### src/rtl/ir_key_filter.sv
// ir_key_filter: validates decoded IR frames, suppresses key repeats, queues keys in a 4-deep FIFO
module ir_key_filter #(
   parameter int          CLK_HZ     = 50_000_000,
   parameter int          HOLD_MS    = 150,
   parameter int          ADDR_CHECK = 1,
   parameter logic [15:0] ADDR_MATCH = 16'hFF00
) (
   input  logic        clk,
   input  logic        rst,
   input  logic [15:0] irdata,
   input  logic [15:0] iraddr,
   input  logic        get_flag,
   output logic [7:0]  key_data,
   output logic        key_valid,
   input  logic        key_rd,
   output logic        key_held,
   output logic [2:0]  key_count,
   output logic        frame_err,
   output logic        fifo_ovf
);
   localparam int DIV = CLK_HZ / 1000;
   localparam int PW  = DIV > 1 ? $clog2(DIV) : 1;
   localparam int TW  = $clog2(HOLD_MS + 1);
   typedef enum logic [1:0] {IDLE, CHECK, COMMIT} state_t;
   state_t        state_q, state_d;
   logic [15:0]   data_q, addr_q;
   logic          ok_q;
   logic [PW-1:0] pre_q;
   logic [TW-1:0] timer_q, timer_d;
   logic [7:0]    last_cmd_q;
   logic          last_valid_q;
   logic          held_q, held_d;
   logic [7:0]    mem_q [4];
   logic [1:0]    wp_q, rp_q, rp_d;
   logic [2:0]    cnt_q, cnt_d;
   logic [7:0]    key_data_q, key_data_d;
   logic          tick, good, rep, push_req, push, pop, full;
   // Next-state, frame decision, timer and FIFO bookkeeping
   always_comb begin
      state_d    = state_q == IDLE ? (get_flag ? CHECK : IDLE) : state_q == CHECK ? COMMIT : IDLE;
      tick       = pre_q == PW'(DIV - 1);
      good       = state_q == COMMIT && ok_q;
      rep        = last_valid_q && data_q[7:0] == last_cmd_q && timer_q < TW'(HOLD_MS);
      push_req   = good && !rep;
      full       = cnt_q == 3'd4;
      pop        = key_rd && cnt_q != 3'd0;
      push       = push_req && (!full || pop);
      frame_err  = state_q == COMMIT && !ok_q;
      fifo_ovf   = push_req && full && !pop;
      timer_d    = good ? '0 : (tick && timer_q < TW'(HOLD_MS)) ? timer_q + 1'b1 : timer_q;
      held_d     = good ? rep : timer_d == TW'(HOLD_MS) ? 1'b0 : held_q;
      cnt_d      = cnt_q + {2'b0, push} - {2'b0, pop};
      rp_d       = rp_q + {1'b0, pop};
      key_data_d = cnt_d == 3'd0 ? key_data_q : (push && rp_d == wp_q) ? data_q[7:0] : mem_q[rp_d];
   end
   // State, frame latch, repeat tracking, prescaler and FIFO pointers
   always_ff @(posedge clk or posedge rst) begin
      if (rst) begin
         state_q      <= IDLE;
         data_q       <= '0;
         addr_q       <= '0;
         ok_q         <= 1'b0;
         pre_q        <= '0;
         timer_q      <= TW'(HOLD_MS);
         last_cmd_q   <= '0;
         last_valid_q <= 1'b0;
         held_q       <= 1'b0;
         wp_q         <= '0;
         rp_q         <= '0;
         cnt_q        <= '0;
         key_data_q   <= '0;
      end else begin
         state_q    <= state_d;
         pre_q      <= tick ? '0 : pre_q + 1'b1;
         timer_q    <= timer_d;
         held_q     <= held_d;
         rp_q       <= rp_d;
         cnt_q      <= cnt_d;
         key_data_q <= key_data_d;
         if (state_q == IDLE && get_flag) begin
            data_q <= irdata;
            addr_q <= iraddr;
         end
         if (state_q == CHECK)
            ok_q <= data_q[15:8] == ~data_q[7:0] && (ADDR_CHECK == 0 || addr_q == ADDR_MATCH);
         if (push_req) begin
            last_cmd_q   <= data_q[7:0];
            last_valid_q <= 1'b1;
         end
         if (push)
            wp_q <= wp_q + 1'b1;
      end
   end
   // FIFO storage needs no reset; occupancy guards every read
   always_ff @(posedge clk) begin
      if (push)
         mem_q[wp_q] <= data_q[7:0];
   end
   assign key_valid = cnt_q != 3'd0;
   assign key_count = cnt_q;
   assign key_data  = key_data_q;
   assign key_held  = held_q;
endmodule

### config.mk
export PLATFORM = sky130hd
export DESIGN_NAME = ir_key_filter
export DESIGN_NICKNAME = d
export VERILOG_FILES = /design/src/rtl/ir_key_filter.sv
export SDC_FILE = /design/constraint.sdc
export NUM_CORES = 1
export LEC_CHECK = 0
export ABC_AREA = 1
export BUFFER_PORTS_ARGS = -buffer_cell sky130_fd_sc_hd__buf_2
export CAP_MARGIN = 25
export CORE_MARGIN = 8
export CORE_UTILIZATION = 45
export CTS_CLUSTER_DIAMETER = 40
export CTS_CLUSTER_SIZE = 16
export DETAILED_ROUTE_END_ITERATION = 8
export GPL_TIMING_DRIVEN = 0
export PLACE_DENSITY = 0.69
export SLEW_MARGIN = 5
export SYNTH_ARGS = -nofsm -noshare
export SYNTH_HDL_FRONTEND = slang
export SYNTH_SLANG_ARGS = --single-unit
### constraint.sdc
create_clock -name clk -period 4 [get_ports clk]
set_input_delay 0.4 -clock clk [delete_from_list [all_inputs] [get_ports clk]]
set_output_delay 0.4 -clock clk [all_outputs]
set_load 0.1 [all_outputs]
After elaboration in Yosys (flattened, before gate mapping) --
Memories as Yosys holds them, arrays and structs flattened. A register that Yosys moved wholly into a read port is not among the register bits. Cells that the tools add are included.
Word-level totals: bits in registers 76, bits in latches 0, RAM bits 32, bits in read-only memories 0, output and inout bits 15, logic and storage cells 61, memories 1
Cells by class: add/sub/neg operators 6, multipliers 0, divide/modulo/power cells 0, $lt $le $gt $ge 1, equal/unequal tests 8, shift operators 0, mux-type cells 10, bitwise logic cells 1, reduce and logical (&&, ||, !) cells 22
Memories:
- mem_q | words 4, width 8, rd ports 1, clocked after Yosys merged registers in 1, wr ports 1, line 33 | logic [7:0] mem_q [4];
Operators with widths (count):
- $eq 16x16->1 const B | 2
- $add 16x1->16 const B | 1
- $eq 8x8->1 | 2
- $mux 16 | 1
- $mux 8 | 2
- $logic_and 1x1->1 | 12
- $add 8x1->8 const B | 1
- $eq 8x8->1 const B | 1
- $lt 8x8->1 const B | 1
- $not 8->8 | 1
- $logic_not 1->1 | 5
- $mux 1 | 5
- $mux 2 | 2
- $add 3x1->3 | 1
- $eq 3x3->1 const B | 1
- $logic_not 3->1 | 1
- $reduce_bool 3->1 | 1
- $sub 3x1->3 | 1
- $add 2x1->2 | 1
- $add 2x1->2 const B | 1
- $eq 2x1->1 const B | 1
- $eq 2x2->1 const B | 1
- $logic_not 2->1 | 1
- $reduce_bool 2->1 | 1
- $logic_or 1x1->1 | 1

Logic depth before layout (Yosys ltp) --
Gate-level depths: netlist of the first run.
depth after elaboration 10, depth in mapped cells 19, mapped depth without buffers 19

Least setup slack after synthesis of the first run --
OpenSTA, ideal clock, no wires.
path kind reg2reg, start point register cnt_q[1] (netlist: key_count[1]), end point register key_data_q[0] (netlist: key_data[0]) (read register of mem_q), setup time 120 ps, arrival time 3457 ps, data required time 3880 ps, path slack 423 ps, stages on the path, launching flop included 16, cell sequence dfrtp_1 > nor2_1 > nand3_1 > buf_2 > nand2_4 > ha_1 > inv_1 > ha_1 > inv_1 > fa_1 > xnor2_1 > xnor2_1 > nor3_2 > inv_2 > nand3_1 > nand2_1
Between the ends: cells in the longest elaborated chain, start to end 8, elaborated cells on any way between the ends 11, those cells by class add/sub (3); eq/ne (1); reduce/logical (7)
Ends and longest elaborated chain:
- from (decl) | line 35 | logic [2:0] cnt_q, cnt_d;
- from (signal assigned) | line 78 | cnt_q <= cnt_d;
- $eq 3x3->1 / $reduce_bool 3->1 (equally long branches) | line 45, 46
- $logic_not 1->1 / $logic_and 1x1->1 (equally long branches) | line 47, 46
- $logic_or 1x1->1 | line 47 | push = push_req && (!full || pop);
- $logic_and 1x1->1 | line 47
- $add 3x1->3 | line 52 | cnt_d = cnt_q + {2'b0, push} - {2'b0, pop};
- $sub 3x1->3 (*) | line 52
- via cnt_d[2] | line 35
- $logic_not 3->1 (*) | line 54 | key_data_d = cnt_d == 3'd0 ? key_data_q : (push && rp_d == wp_q) ? data_q[7:0] : mem_q[rp_d];
- $logic_not 1->1 (no source line) (*)
- to (decl) | line 36 | logic [7:0] key_data_q, key_data_d;
The timed path passes the listed nets; every way through them passes the cells marked *. A chain may end at the register's enable or synchronous reset.

Worst setup path in the final report of the first run --
start point register data_q[7], end point register key_data_q[4] (netlist: key_data[4]) (read register of mem_q)
Between the ends: cells in the longest elaborated chain, start to end 10
Ends and longest elaborated chain:
- from (decl) | line 26 | logic [15:0] data_q, addr_q;
- from (signal assigned) | line 81 | data_q <= irdata;
- $eq 8x8->1 | line 43 | rep = last_valid_q && data_q[7:0] == last_cmd_q && timer_q < TW'(HOLD_MS);
- $logic_and 1x1->1 (2 in series) | line 43
- $logic_not 1->1 | line 44 | push_req = good && !rep;
- $logic_and 1x1->1 | line 44
- $logic_and 1x1->1 | line 47
- $add 3x1->3 | line 52
- $sub 3x1->3 | line 52
- via cnt_d[2] | line 35
- $logic_not 3->1 | line 54
- $logic_not 1->1 (no source line)
The timed path passes the listed nets, and every way through them passes these cells.

==> run summary, run 1 <==
FLOORPLANNING
------------------------------------------------------------------------------------
Total core area .......................................................   0.0125 mm²
Initial Utilization ...................................................        0.457
Die Outline Area ......................................................   0.0166 mm²
Chip Height ...........................................................       129 µm
Chip Width ............................................................       129 µm
Number of rows created at floorplan ...................................           41
I/O pin cnt ...........................................................           51

STA
------------------------------------------------------------------------------------
Hold Violations, Final ................................................            0
Max Clock Skew ........................................................   0.00580 ns
Relative slew margins .................................................        0.446
Minimum clock period after layout .....................................      3.58 ns
Final clock period utilization by the worst path ......................        0.895
Highest Clock Rate ....................................................      279 MHz
Number of pins exceeding their max-slew limit in the final report .....            0
Endpoints failing setup ...............................................            0
Transition time of the tightest slew-check pin ........................     0.828 ns
Unrepaired setup endpoints after global routing .......................        false
Final TNS setup .......................................................         0 ns

LOGIC SYNTHESIS
------------------------------------------------------------------------------------
Sequential element share of the synthesized area ......................        0.537
Area fraction of the dominant cell type after synthesis ...............        0.350
Leading cell types by total area after synthesis ...................... sky130_fd_sc_hd__dfrtp_1, sky130_fd_sc_hd__edfxtp_1, sky130_fd_sc_hd__nand2_1
Area leader, netlist .................................................. sky130_fd_sc_hd__dfrtp_1
Number of distinct library cells after synthesis ......................           45
Syn_nets ..............................................................          672
Cell area after synthesis .............................................  0.00571 mm²
Average footprint of a synthesized cell ...............................     9.13 µm²
Synthesis Warnings ....................................................            0
Total of flip-flops plus latches after synthesis ......................          116
Post-synthesis cell count .............................................          626

SETUP PATH
------------------------------------------------------------------------------------
Worst Setup Path Type ................................................. flip-flop to flip-flop
CP arrival ............................................................      3.88 ns
Crit path to ..........................................................  key_data[4]
Cell count of the worst reg-to-reg path ...............................           18
Cell with the largest stage delay on the worst path ................... sky130_fd_sc_hd__dfrtp_1
R2R setup slack .......................................................      0.42 ns
Endpoint required time on the critical path ...........................      4.30 ns
Destination of the worst register-to-register timing path .............  key_data[4]
Crit-path max FO ......................................................           10
Kind of start point of the critical path ..............................    flip-flop
Critical Path Source ..................................................    data_q[7]
Critical path cell sequence ........................................... inv_2 -> nor2_1 -> nor3_1 -> nand2_1 -> nor2_4 -> a21oi_4 -> nand2_4 -> ha_1 -> inv_1 -> ha_1 -> inv_1 -> fa_1 -> xnor2_1 -> xnor2_1 -> nor3_4 -> inv_2 -> nand3_1 -> nand2_1
Worst setup EP type ...................................................    flip-flop
Instance count on the critical path ...................................           18
Count of buffering cells on the critical path with inverters included .            4
Worst flop-to-flop path startpoint ....................................    data_q[7]
Worst path max stage delay ............................................      0.57 ns
Kind of cell adding the most delay to the critical path ............... simple AND/OR/NAND/NOR gates

FINAL LAYOUT
------------------------------------------------------------------------------------
Antenna diodes ........................................................            0
Number of fillers in the final layout .................................         1160
Total area of multi-input combinational cells .........................  0.00229 mm²
Ratio of cells with drive above 1 in the final layout .................        0.224
Final net count .......................................................          742
Sequential standard cell area .........................................  0.00307 mm²
Final core utilization ................................................        0.553
Growth of design area from synthesis to finish ........................        21.1%

ROUTING
------------------------------------------------------------------------------------
Routed Antenna Nets ...................................................            0
First drt pass iteration count ........................................            5
Wirelength per Cell ...................................................      14.5 µm
Count of vias placed by the detailed router ...........................         4355
Total Wirelength ......................................................      12.7 mm
Final routed DRC violation total ......................................            0
Vias per std cell .....................................................         4.94
DRC marker count from the first detailed-route iteration ..............          309

POWER
------------------------------------------------------------------------------------
Leakage component of the power ........................................      3.27 nW
Power after layout ....................................................      4.95 mW
Worst VDD drop ........................................................     0.316 mV
Cell Pwr Density ......................................................   716 mW/mm²

OUTCOME
------------------------------------------------------------------------------------
Run status ............................................................    completed

CLOCK NETWORK
------------------------------------------------------------------------------------
Buffer count from post-CTS setup fixing ...............................            0
Clock Path Buffers ....................................................            2
CTS tree ..............................................................          yes
Hold bufs inserted after CTS ..........................................            0
Cell at the root of the clock tree .................................... sky130_fd_sc_hd__clkbuf_16
Total clock sinks .....................................................          116
Level count of the clock H-tree .......................................            4
TritonCTS Buffers .....................................................           17
Clk pin slew, worst setup/hold paths ..................................      0.05 ns
Count of cells resized by post-cts repair .............................            0
Worst-Skew Late Latency ...............................................      0.41 ns

GLOBAL ROUTING
------------------------------------------------------------------------------------
GRT met3 Usage ........................................................       0.0439
GR Util met2 ..........................................................        0.263
Wire length of the first global-routing pass ..........................      21.4 mm
Maximum number of pins on one net before global-route repair ..........           45
Total routing resource utilization after global routing ...............        0.166
Met1 usage ............................................................        0.212
Initial antenna violation count .......................................            0
Remaining global-route overflow .......................................            0
Busiest metal layer after global routing ..............................         met2
Via count of the first global-routing pass ............................         4497

PLACEMENT
------------------------------------------------------------------------------------
Detailed placer's ending HPWL .........................................      8.96 mm
Final estimated routing congestion in global placement ................        0.845
Number of port buffers ................................................           50

WORST HOLD PATH
------------------------------------------------------------------------------------
Hold Crit Class ....................................................... input pin to asynchronous set/reset pin

JOB
------------------------------------------------------------------------------------
Max-capacitance violation count .......................................            0

-- where the power goes --
| part | total (mW) | internal (mW) | switching, mW |
|---|---|---|---|
| logic | 1.59 | 0.425 | 1.16 |
| registers | 1.54 | 1.40 | 0.144 |
| clock network | 1.82 | 1.29 | 0.531 |
-- state kept, by name, summed over array words and instances (netlist names), 3 cells and up --
| signal | cells |
|---|---|
| key_count | 3 |
| mem_q | 32 |
| key_data | 8 |
| timer_q | 8 |
| last_cmd_q | 8 |
| addr_q | 16 |
| data_q | 16 |
| pre_q | 16 |
-- per-layer routing --
layer | part of all wire | routed length (µm)
met1 | 0.45 | 5790
met2 | 0.48 | 6080
met3 | 0.055 | 703
met4 | 0.013 | 171
met5 | 0 | 0
-- placed cells by master (no fill, tap or decap), types with 12 or more instances in the layout --
cell type and instances:
sky130_fd_sc_hd__dfrtp_1 80, sky130_fd_sc_hd__edfxtp_1 32, sky130_fd_sc_hd__nor2_2 12, sky130_fd_sc_hd__nand3_1 30
sky130_fd_sc_hd__nand2_1 177, sky130_fd_sc_hd__o21ai_0 14, sky130_fd_sc_hd__buf_2 53, sky130_fd_sc_hd__inv_1 68
sky130_fd_sc_hd__nand4_1 14, sky130_fd_sc_hd__xor2_1 13, sky130_fd_sc_hd__clkbuf_16 17, sky130_fd_sc_hd__nor2_1 54
-- cell families (layout without fill, tap and decap cells) --
group / Yosys count / count (layout) / synth area share
xor gates and xnor gates: 21 / 21 / 0.0368
DFF: 116 / 116 / 0.537
and+or+nand+nor: 337 / 337 / 0.279
buffers and inverters: 91 / 174 / 0.0642
adders and majority gates: 10 / 10 / 0.0232
AOI/OAI and AO/OA: 51 / 51 / 0.0598
-- metrics by stage --
step | hold slack (ns) | std cells | cell area, µm² | worst slack [ns]
final | 0.0546 | 881 | 6920 | 0.418
after global routing | 0.0849 | 881 | 6920 | 0.134
after CTS | 0.0472 | 881 | 6910 | 0.304
after detailed placement | 0.452 | 849 | 6200 | 0.330
after global placement | 0.452 | 848 | 6180 | 0.432
after floorplan | 0.434 | 626 | 5710 | 0.423
-- worst min path at each step --
stage                               to          from
after global routing         addr_q[8]           rst
after floorplan           last_valid_q  last_valid_q
after detailed placement  last_valid_q  last_valid_q
after CTS                    addr_q[3]           rst
final                        addr_q[8]           rst
after global placement    last_valid_q  last_valid_q
-- synthesized netlist by cell type, drive strengths merged --
cell	instances
or3	1
xor2	15
inv	78
o31ai	8
o211ai	8
fa	1
dfstp	4
clkbuf	7
or2	10
a221oi	1
buf	6
nor3	9
nand2	186
ha	9
a21oi	9
nor2	71
nand3b	1
nand4	16
o21ai	24
o22ai	1
nor4	5
dfrtp	80
xnor2	6
edfxtp	32
nand3	38
-- layout make-up --
class	count	area share
multi-input cells	419	0.330
flip-flops and latches	116	0.443
inverters	78	0.0430
clock inverters	15	0.0411
plain buffers	13	0.0103
clock buffers	17	0.0615
well taps	172	0.0311
repair buffers	51	0.0391
(Power assumes the default switching activity.)
==> run 2, diff against run 1 <==
--- a/config.mk
+++ b/config.mk
@@ -8,13 +8,15 @@
 export ABC_AREA = 1
 export BUFFER_PORTS_ARGS = -buffer_cell sky130_fd_sc_hd__buf_2
 export CAP_MARGIN = 25
+export CELL_PAD_IN_SITES_DETAIL_PLACEMENT = 1
+export CELL_PAD_IN_SITES_GLOBAL_PLACEMENT = 2
 export CORE_MARGIN = 8
-export CORE_UTILIZATION = 45
+export CORE_UTILIZATION = 37
 export CTS_CLUSTER_DIAMETER = 40
 export CTS_CLUSTER_SIZE = 16
 export DETAILED_ROUTE_END_ITERATION = 8
 export GPL_TIMING_DRIVEN = 0
-export PLACE_DENSITY = 0.69
+export PLACE_DENSITY = 0.85
 export SLEW_MARGIN = 5
 export SYNTH_ARGS = -nofsm -noshare
 export SYNTH_HDL_FRONTEND = slang
==> run 2 against run 1 <==
Against the previous run: clock power fell by 18%; first-iteration DRC count fell by 43%; register-to-register slack worse by 0.06 ns; via count grew 1.6%; global-route usage down 0.97 points; combinational power grew 4%; setup slack worse by 0.056 ns; clock skew grew 0.014 ns; die area grew 19%; largest power group is now combinational logic; highest routed layer unchanged.
==> run summary, run 2 (synthesis results as in run 1) <==
STA
--------------------------------------------------------------------------------
Endpoints failing setup ...........................................            0
Transition time of the tightest slew-check pin ....................     0.822 ns
Relative slew margins .............................................        0.450
Minimum clock period after layout .................................      3.64 ns
Unrepaired setup endpoints after global routing ...................        false
Number of pins exceeding their max-slew limit in the final report .            0
Worst setup margin ................................................     0.363 ns
Highest Clock Rate ................................................      275 MHz
Max Clock Skew ....................................................    0.0201 ns
Final TNS setup ...................................................         0 ns
Hold Violations, Final ............................................            0
Final clock period utilization by the worst path ..................        0.909

CLOCK NETWORK
--------------------------------------------------------------------------------
Level count of the clock H-tree ...................................            4
Clk pin slew, worst setup/hold paths ..............................      0.06 ns
TritonCTS Buffers .................................................           17
Cell at the root of the clock tree ................................ sky130_fd_sc_hd__clkbuf_16
Total clock sinks .................................................          116
CTS tree ..........................................................          yes
Worst-Skew Late Latency ...........................................      0.42 ns
Clock Path Buffers ................................................            2

FINAL LAYOUT
--------------------------------------------------------------------------------
Final net count ...................................................          745
Antenna diodes ....................................................            0
Number of fillers in the final layout .............................         1785
Sequential standard cell area .....................................  0.00307 mm²
Ratio of cells with drive above 1 in the final layout .............        0.226
Most flops, register ..............................................        mem_q
Most common library cell in the layout ignoring fill and taps ..... sky130_fd_sc_hd__nand2_1
Total area of multi-input combinational cells .....................  0.00229 mm²
Number of flip-flops in the largest register ......................           32
Growth of design area from synthesis to finish ....................        19.8%
Most frequent cells in the layout ................................. sky130_fd_sc_hd__nand2_1, sky130_fd_sc_hd__dfrtp_1, sky130_fd_sc_hd__inv_1, sky130_fd_sc_hd__nor2_1, sky130_fd_sc_hd__buf_2

FLOORPLANNING
--------------------------------------------------------------------------------
I/O pin cnt .......................................................           51
Number of rows created at floorplan ...............................           45
Initial Utilization ...............................................        0.377
Die Outline Area ..................................................   0.0197 mm²
Total core area ...................................................   0.0151 mm²
Chip Width ........................................................       140 µm
Chip Height .......................................................       140 µm

ROUTING
--------------------------------------------------------------------------------
Vias per std cell .................................................         4.92
DRC marker count from the first detailed-route iteration ..........          176
Final routed DRC violation total ..................................            0
First drt pass iteration count ....................................            4
Routed Antenna Nets ...............................................            0
Count of vias placed by the detailed router .......................         4424
Total Wirelength ..................................................      14.5 mm
Wirelength per Cell ...............................................      16.2 µm

SETUP PATH
--------------------------------------------------------------------------------
CP arrival ........................................................      3.95 ns
Critical Path Source ..............................................    data_q[6]
Endpoint required time on the critical path .......................      4.31 ns
Critical path cell sequence ....................................... inv_1 -> nor2_1 -> nor3_1 -> nand2_1 -> nor2_4 -> a21oi_4 -> nand2_4 -> ha_1 -> inv_1 -> ha_1 -> inv_1 -> fa_1 -> xnor2_1 -> xnor2_1 -> nor3_4 -> inv_2 -> nand3_1 -> nand2_1
Crit-path max FO ..................................................            8
Worst Setup Path Type ............................................. flip-flop to flip-flop
Worst flop-to-flop path startpoint ................................    data_q[6]
Kind of start point of the critical path ..........................    flip-flop
Cell with the largest stage delay on the worst path ............... sky130_fd_sc_hd__dfrtp_1
Cell with the most instances on the worst path .................... sky130_fd_sc_hd__inv_1
Worst setup EP type ...............................................    flip-flop
Worst path max stage delay ........................................      0.52 ns

GLOBAL ROUTING
--------------------------------------------------------------------------------
Initial antenna violation count ...................................            0
Maximum number of pins on one net before global-route repair ......           56
Remaining global-route overflow ...................................            0
Via count of the first global-routing pass ........................         4879
Wire length of the first global-routing pass ......................      24.5 mm
Total routing resource utilization after global routing ...........        0.156

PLACEMENT
--------------------------------------------------------------------------------
Number of port buffers ............................................           50
Worst setup slack before clock tree synthesis .....................    0.0369 ns
Final estimated routing congestion in global placement ............        0.788
Detailed placer's ending HPWL .....................................      10.6 mm

WORST HOLD PATH
--------------------------------------------------------------------------------
HP Start ..........................................................   irdata[12]
Hold Crit Class ................................................... input pin to flip-flop

OUTCOME
--------------------------------------------------------------------------------
Run status ........................................................    completed

POWER
--------------------------------------------------------------------------------
Worst VDD drop ....................................................     0.326 mV
Leakage component of the power ....................................      3.23 nW
Cell Pwr Density ..................................................   687 mW/mm²

JOB
--------------------------------------------------------------------------------
Max-capacitance violation count ...................................            0

## run 2: changes by cell type in the layout (fill, tap and decap cells not counted)
cell | before | now
sky130_fd_sc_hd__buf_4 | 1 | 3
sky130_fd_sc_hd__clkbuf_1 | 7 | 8
sky130_fd_sc_hd__buf_12 | 1 | 0
sky130_fd_sc_hd__clkinv_4 | 0 | 3
sky130_fd_sc_hd__clkinv_1 | 1 | 0
sky130_fd_sc_hd__buf_16 | 0 | 1
sky130_fd_sc_hd__inv_8 | 0 | 1
sky130_fd_sc_hd__dlygate4sd3_1 | 0 | 1
sky130_fd_sc_hd__inv_6 | 0 | 2
sky130_fd_sc_hd__bufinv_16 | 8 | 2
## run 2: final cells by class
class                           count  area share
Sequential cell                   116       0.448
Multi-Input combinational cell    419       0.334
Clock buffer                       18      0.0627
Timing Repair Buffer               54      0.0442
Inverter                           78      0.0435
Tap cell                          188      0.0344
Clock inverter                     14      0.0227
Buffer                             13      0.0104
## run 2: power breakdown
group / internal, mW / switching (mW)
registers: 1.40 / 0.148
logic: 0.447 / 1.21
clock network: 0.923 / 0.570
## run 2: worst paths after layout
check	endpoint	cells after the start	slack, ns
max in group asynchronous	timer_q[7]	4	2.79
hold reg to reg	addr_q[13]	2	0.49
min in group asynchronous	pre_q[11]	3	0.54
hold / removal	data_q[12]	3	0.18
setup reg to reg	key_data[0]	18	0.36
setup / recovery	key_data[0]	18	0.36
## run 2: worst max-delay path: cells and delay by family (launching register included)
kind	cells	cell delay (ns)
AOI/OAI and AO/OA	1	0.27
xor gates and xnor gates	2	0.34
adders and majority gates	3	0.83
buffers and inverters	4	0.47
DFF	1	0.52
and+or+nand+nor	8	1.09
## run 2: what timing repair did
action | in CTS | in global routing
resized for setup | 0 | 1
hold buffers | 1 | 0
setup endpoints to repair | 0 | 8
hold endpoints to repair | 5 | 0
buffers inserted | 0 | 2
## run 2: metal layers
metal	wire (µm)	vias up	global-route usage
li1	-	2156	-
met1	6580	2170	0.193
met2	7230	80	0.262
met5	0	-	0
met3	581	18	0.0377
met4	163	0	0.0554
## run 2: metrics by stage
| step | std cells | util | area (µm²) | total power, mW | hold slack (ns) |
|---|---|---|---|---|---|
| finish | 900 | 0.452 | 6850 | 4.70 | 0.180 |
| global route | 900 | 0.452 | 6850 | 4.96 | 0.173 |
| CTS | 898 | 0.451 | 6820 | 4.70 | 0.168 |
| detailed placement | 865 | 0.411 | 6230 | 3.19 | 0.441 |
| global placement | 864 | 0.409 | 6200 | 3.12 | 0.462 |
| floorplan | 626 | - | 5710 | 2.76 | 0.434 |
==> run 3, diff against run 2 <==
==> constraint.sdc (replaced) <==
create_clock -name clk -period 4 [get_ports clk]
set_input_delay 0.8 -clock clk [delete_from_list [all_inputs] [get_ports clk]]
set_output_delay 0.8 -clock clk [all_outputs]
set_load 0.1 [all_outputs]
==> run 3 against run 2 <==
Against the previous run: critical endpoint unchanged; register-to-register slack is essentially flat; sequential power about the same; combinational power about the same; worst hold slack gained 0.21 ns; sequential share of layout area increased by 0.066 points; final area fell by 0.15%.
==> run summary, run 3 (synthesis results as in run 1) <==
OUTCOME
------------------------------------------------------------------------------------
Run status ............................................................    completed

STA
------------------------------------------------------------------------------------
Max Clock Skew ........................................................    0.0191 ns
Number of pins exceeding their max-slew limit in the final report .....            0
Relative slew margins .................................................        0.447
Final clock period utilization by the worst path ......................        0.909
Transition time of the tightest slew-check pin ........................     0.827 ns
Minimum clock period after layout .....................................      3.63 ns
Worst setup margin ....................................................     0.366 ns
Final TNS setup .......................................................         0 ns
Endpoints failing setup ...............................................            0
Highest Clock Rate ....................................................      275 MHz
Unrepaired setup endpoints after global routing .......................        false
Hold Violations, Final ................................................            0

CLOCK NETWORK
------------------------------------------------------------------------------------
CTS tree ..............................................................          yes
Cell at the root of the clock tree .................................... sky130_fd_sc_hd__clkbuf_16
Total clock sinks .....................................................          116
Level count of the clock H-tree .......................................            4
Hold bufs inserted after CTS ..........................................            0
TritonCTS Buffers .....................................................           17
Worst-Skew Late Latency ...............................................      0.42 ns
Clock Path Buffers ....................................................            2
Clk pin slew, worst setup/hold paths ..................................      0.06 ns

GLOBAL ROUTING
------------------------------------------------------------------------------------
Remaining global-route overflow .......................................            0
Maximum number of pins on one net before global-route repair ..........           56
Initial antenna violation count .......................................            0
Total routing resource utilization after global routing ...............        0.156
Via count of the first global-routing pass ............................         4867
Wire length of the first global-routing pass ..........................      24.5 mm

FLOORPLANNING
------------------------------------------------------------------------------------
Chip Height ...........................................................       140 µm
Number of rows created at floorplan ...................................           45
Initial Utilization ...................................................        0.377
I/O pin cnt ...........................................................           51
Total core area .......................................................   0.0151 mm²
Chip Width ............................................................       140 µm
Die Outline Area ......................................................   0.0197 mm²

ROUTING
------------------------------------------------------------------------------------
Final routed DRC violation total ......................................            0
DRC marker count from the first detailed-route iteration ..............          153
First drt pass iteration count ........................................            4
Routed Antenna Nets ...................................................            0
Wirelength per Cell ...................................................      16.2 µm
Total Wirelength ......................................................      14.6 mm
Count of vias placed by the detailed router ...........................         4421
Vias per std cell .....................................................         4.92

FINAL LAYOUT
------------------------------------------------------------------------------------
Number of flip-flops in the largest register ..........................           32
Total area of multi-input combinational cells .........................  0.00229 mm²
Number of fillers in the final layout .................................         1784
Ratio of cells with drive above 1 in the final layout .................        0.226
Growth of design area from synthesis to finish ........................        19.6%
Final instance area ...................................................  0.00684 mm²
Sequential standard cell area .........................................  0.00307 mm²
Final net count .......................................................          744
Most common library cell in the layout ignoring fill and taps ......... sky130_fd_sc_hd__nand2_1
Most frequent cells in the layout ..................................... sky130_fd_sc_hd__nand2_1, sky130_fd_sc_hd__dfrtp_1, sky130_fd_sc_hd__inv_1, sky130_fd_sc_hd__nor2_1, sky130_fd_sc_hd__buf_2
Most flops, register ..................................................        mem_q
Antenna diodes ........................................................            0

SETUP PATH
------------------------------------------------------------------------------------
Kind of cell adding the most delay to the critical path ............... simple AND/OR/NAND/NOR gates
Instance count on the critical path ...................................           18
Worst setup EP type ...................................................    flip-flop
Worst Setup Path Type ................................................. flip-flop to flip-flop
Kind of start point of the critical path ..............................    flip-flop
Cell with the most instances on the worst path ........................ sky130_fd_sc_hd__inv_1
Endpoint required time on the critical path ...........................      4.31 ns
Cell count of the worst reg-to-reg path ...............................           18
Cell with the largest stage delay on the worst path ................... sky130_fd_sc_hd__dfrtp_1
Crit-path max FO ......................................................            8
CP arrival ............................................................      3.94 ns
Count of buffering cells on the critical path with inverters included .            4
Worst path max stage delay ............................................      0.52 ns
Critical path cell sequence ........................................... inv_1 -> nor2_1 -> nor3_1 -> nand2_1 -> nor2_4 -> a21oi_4 -> nand2_4 -> ha_1 -> inv_1 -> ha_1 -> inv_1 -> fa_1 -> xnor2_1 -> xnor2_1 -> nor3_4 -> inv_2 -> nand3_1 -> nand2_1

POWER
------------------------------------------------------------------------------------
Switching Power .......................................................      1.93 mW
Proportion of total power due to net switching ........................        0.411
Leakage component of the power ........................................      3.23 nW
Clock Power Share .....................................................        0.318
Cell Pwr Density ......................................................   687 mW/mm²
Power after layout ....................................................      4.70 mW
Internal power of the cells ...........................................      2.77 mW
Worst VDD drop ........................................................     0.326 mV
Part of the total power dissipated in sequential elements .............        0.329
Combinational power share .............................................        0.353

PLACEMENT
------------------------------------------------------------------------------------
Number of port buffers ................................................           50
Placed cell area ......................................................  0.00623 mm²
Final estimated routing congestion in global placement ................        0.788
Detailed placer's ending HPWL .........................................      10.6 mm
Worst setup slack before clock tree synthesis .........................    0.0359 ns

WORST HOLD PATH
------------------------------------------------------------------------------------
Hold Crit Class ....................................................... input pin to asynchronous set/reset pin

JOB
------------------------------------------------------------------------------------
Max-capacitance violation count .......................................            0

-- run 3: final cells by class --
cell class	count	share of cell area
repair buffers	53	0.0428
clock buffers	18	0.0628
multi-input cells	419	0.334
flip-flops and latches	116	0.449
inverters	78	0.0436
plain buffers	13	0.0104
clock inverters	14	0.0227
well taps	188	0.0344
-- run 3: worst paths after layout --
path / start / slack [ns] / endpoint
max in group asynchronous: rst / 2.94 / timer_q[7]
worst max-delay path: data_q[6] / 0.37 / key_data[0]
min in group clk: pre_q[0] / 0.48 / pre_q[0]
worst min-delay path: rst / 0.39 / pre_q[11]
worst max register to register: data_q[6] / 0.37 / key_data[0]
worst min register to register: pre_q[0] / 0.48 / pre_q[0]
-- run 3: worst reg2reg max path: cells and delay by family, from the launching register on --
kind	cells	cell delay [ns]
AOI/OAI and AO/OA	1	0.27
xor gates and xnor gates	2	0.34
adders and majority gates	3	0.84
buffers and inverters	4	0.47
DFF	1	0.52
and+or+nand+nor	8	1.08
-- run 3: timing repair --
item,4_1_cts,5_1_grt
setup endpoints to repair,0,8
gates resized for setup,0,1
setup buffers,0,2
-- run 3: metal layers --
metal / part of all wire / up-vias / GRT usage
met5: 0 / - / 0
met4: 0.011 / 0 / 0.0554
met3: 0.035 / 17 / 0.0377
met2: 0.50 / 75 / 0.261
met1: 0.46 / 2171 / 0.192
li1: - / 2158 / -
-- run 3: stage by stage --
stage / hold slack (ns) / util / std cells
2_1_floorplan: 0.434 / - / 626
3_3_place_gp: 0.462 / 0.409 / 864
3_5_place_dp: 0.472 / 0.411 / 865
4_1_cts: 0.397 / 0.450 / 897
5_1_grt: 0.411 / 0.451 / 899
6_report: 0.392 / 0.451 / 899
-- run 3: power by group through the flow --
stage                     clock network (mW)  registers (mW)  logic [mW]
after floorplan                            0            1.94       0.823
after global placement                     0            1.56        1.56
after detailed placement                   0            1.57        1.62
after CTS                               1.52            1.55        1.63
after global routing                    1.57            1.57        1.82
final                                   1.49            1.55        1.66
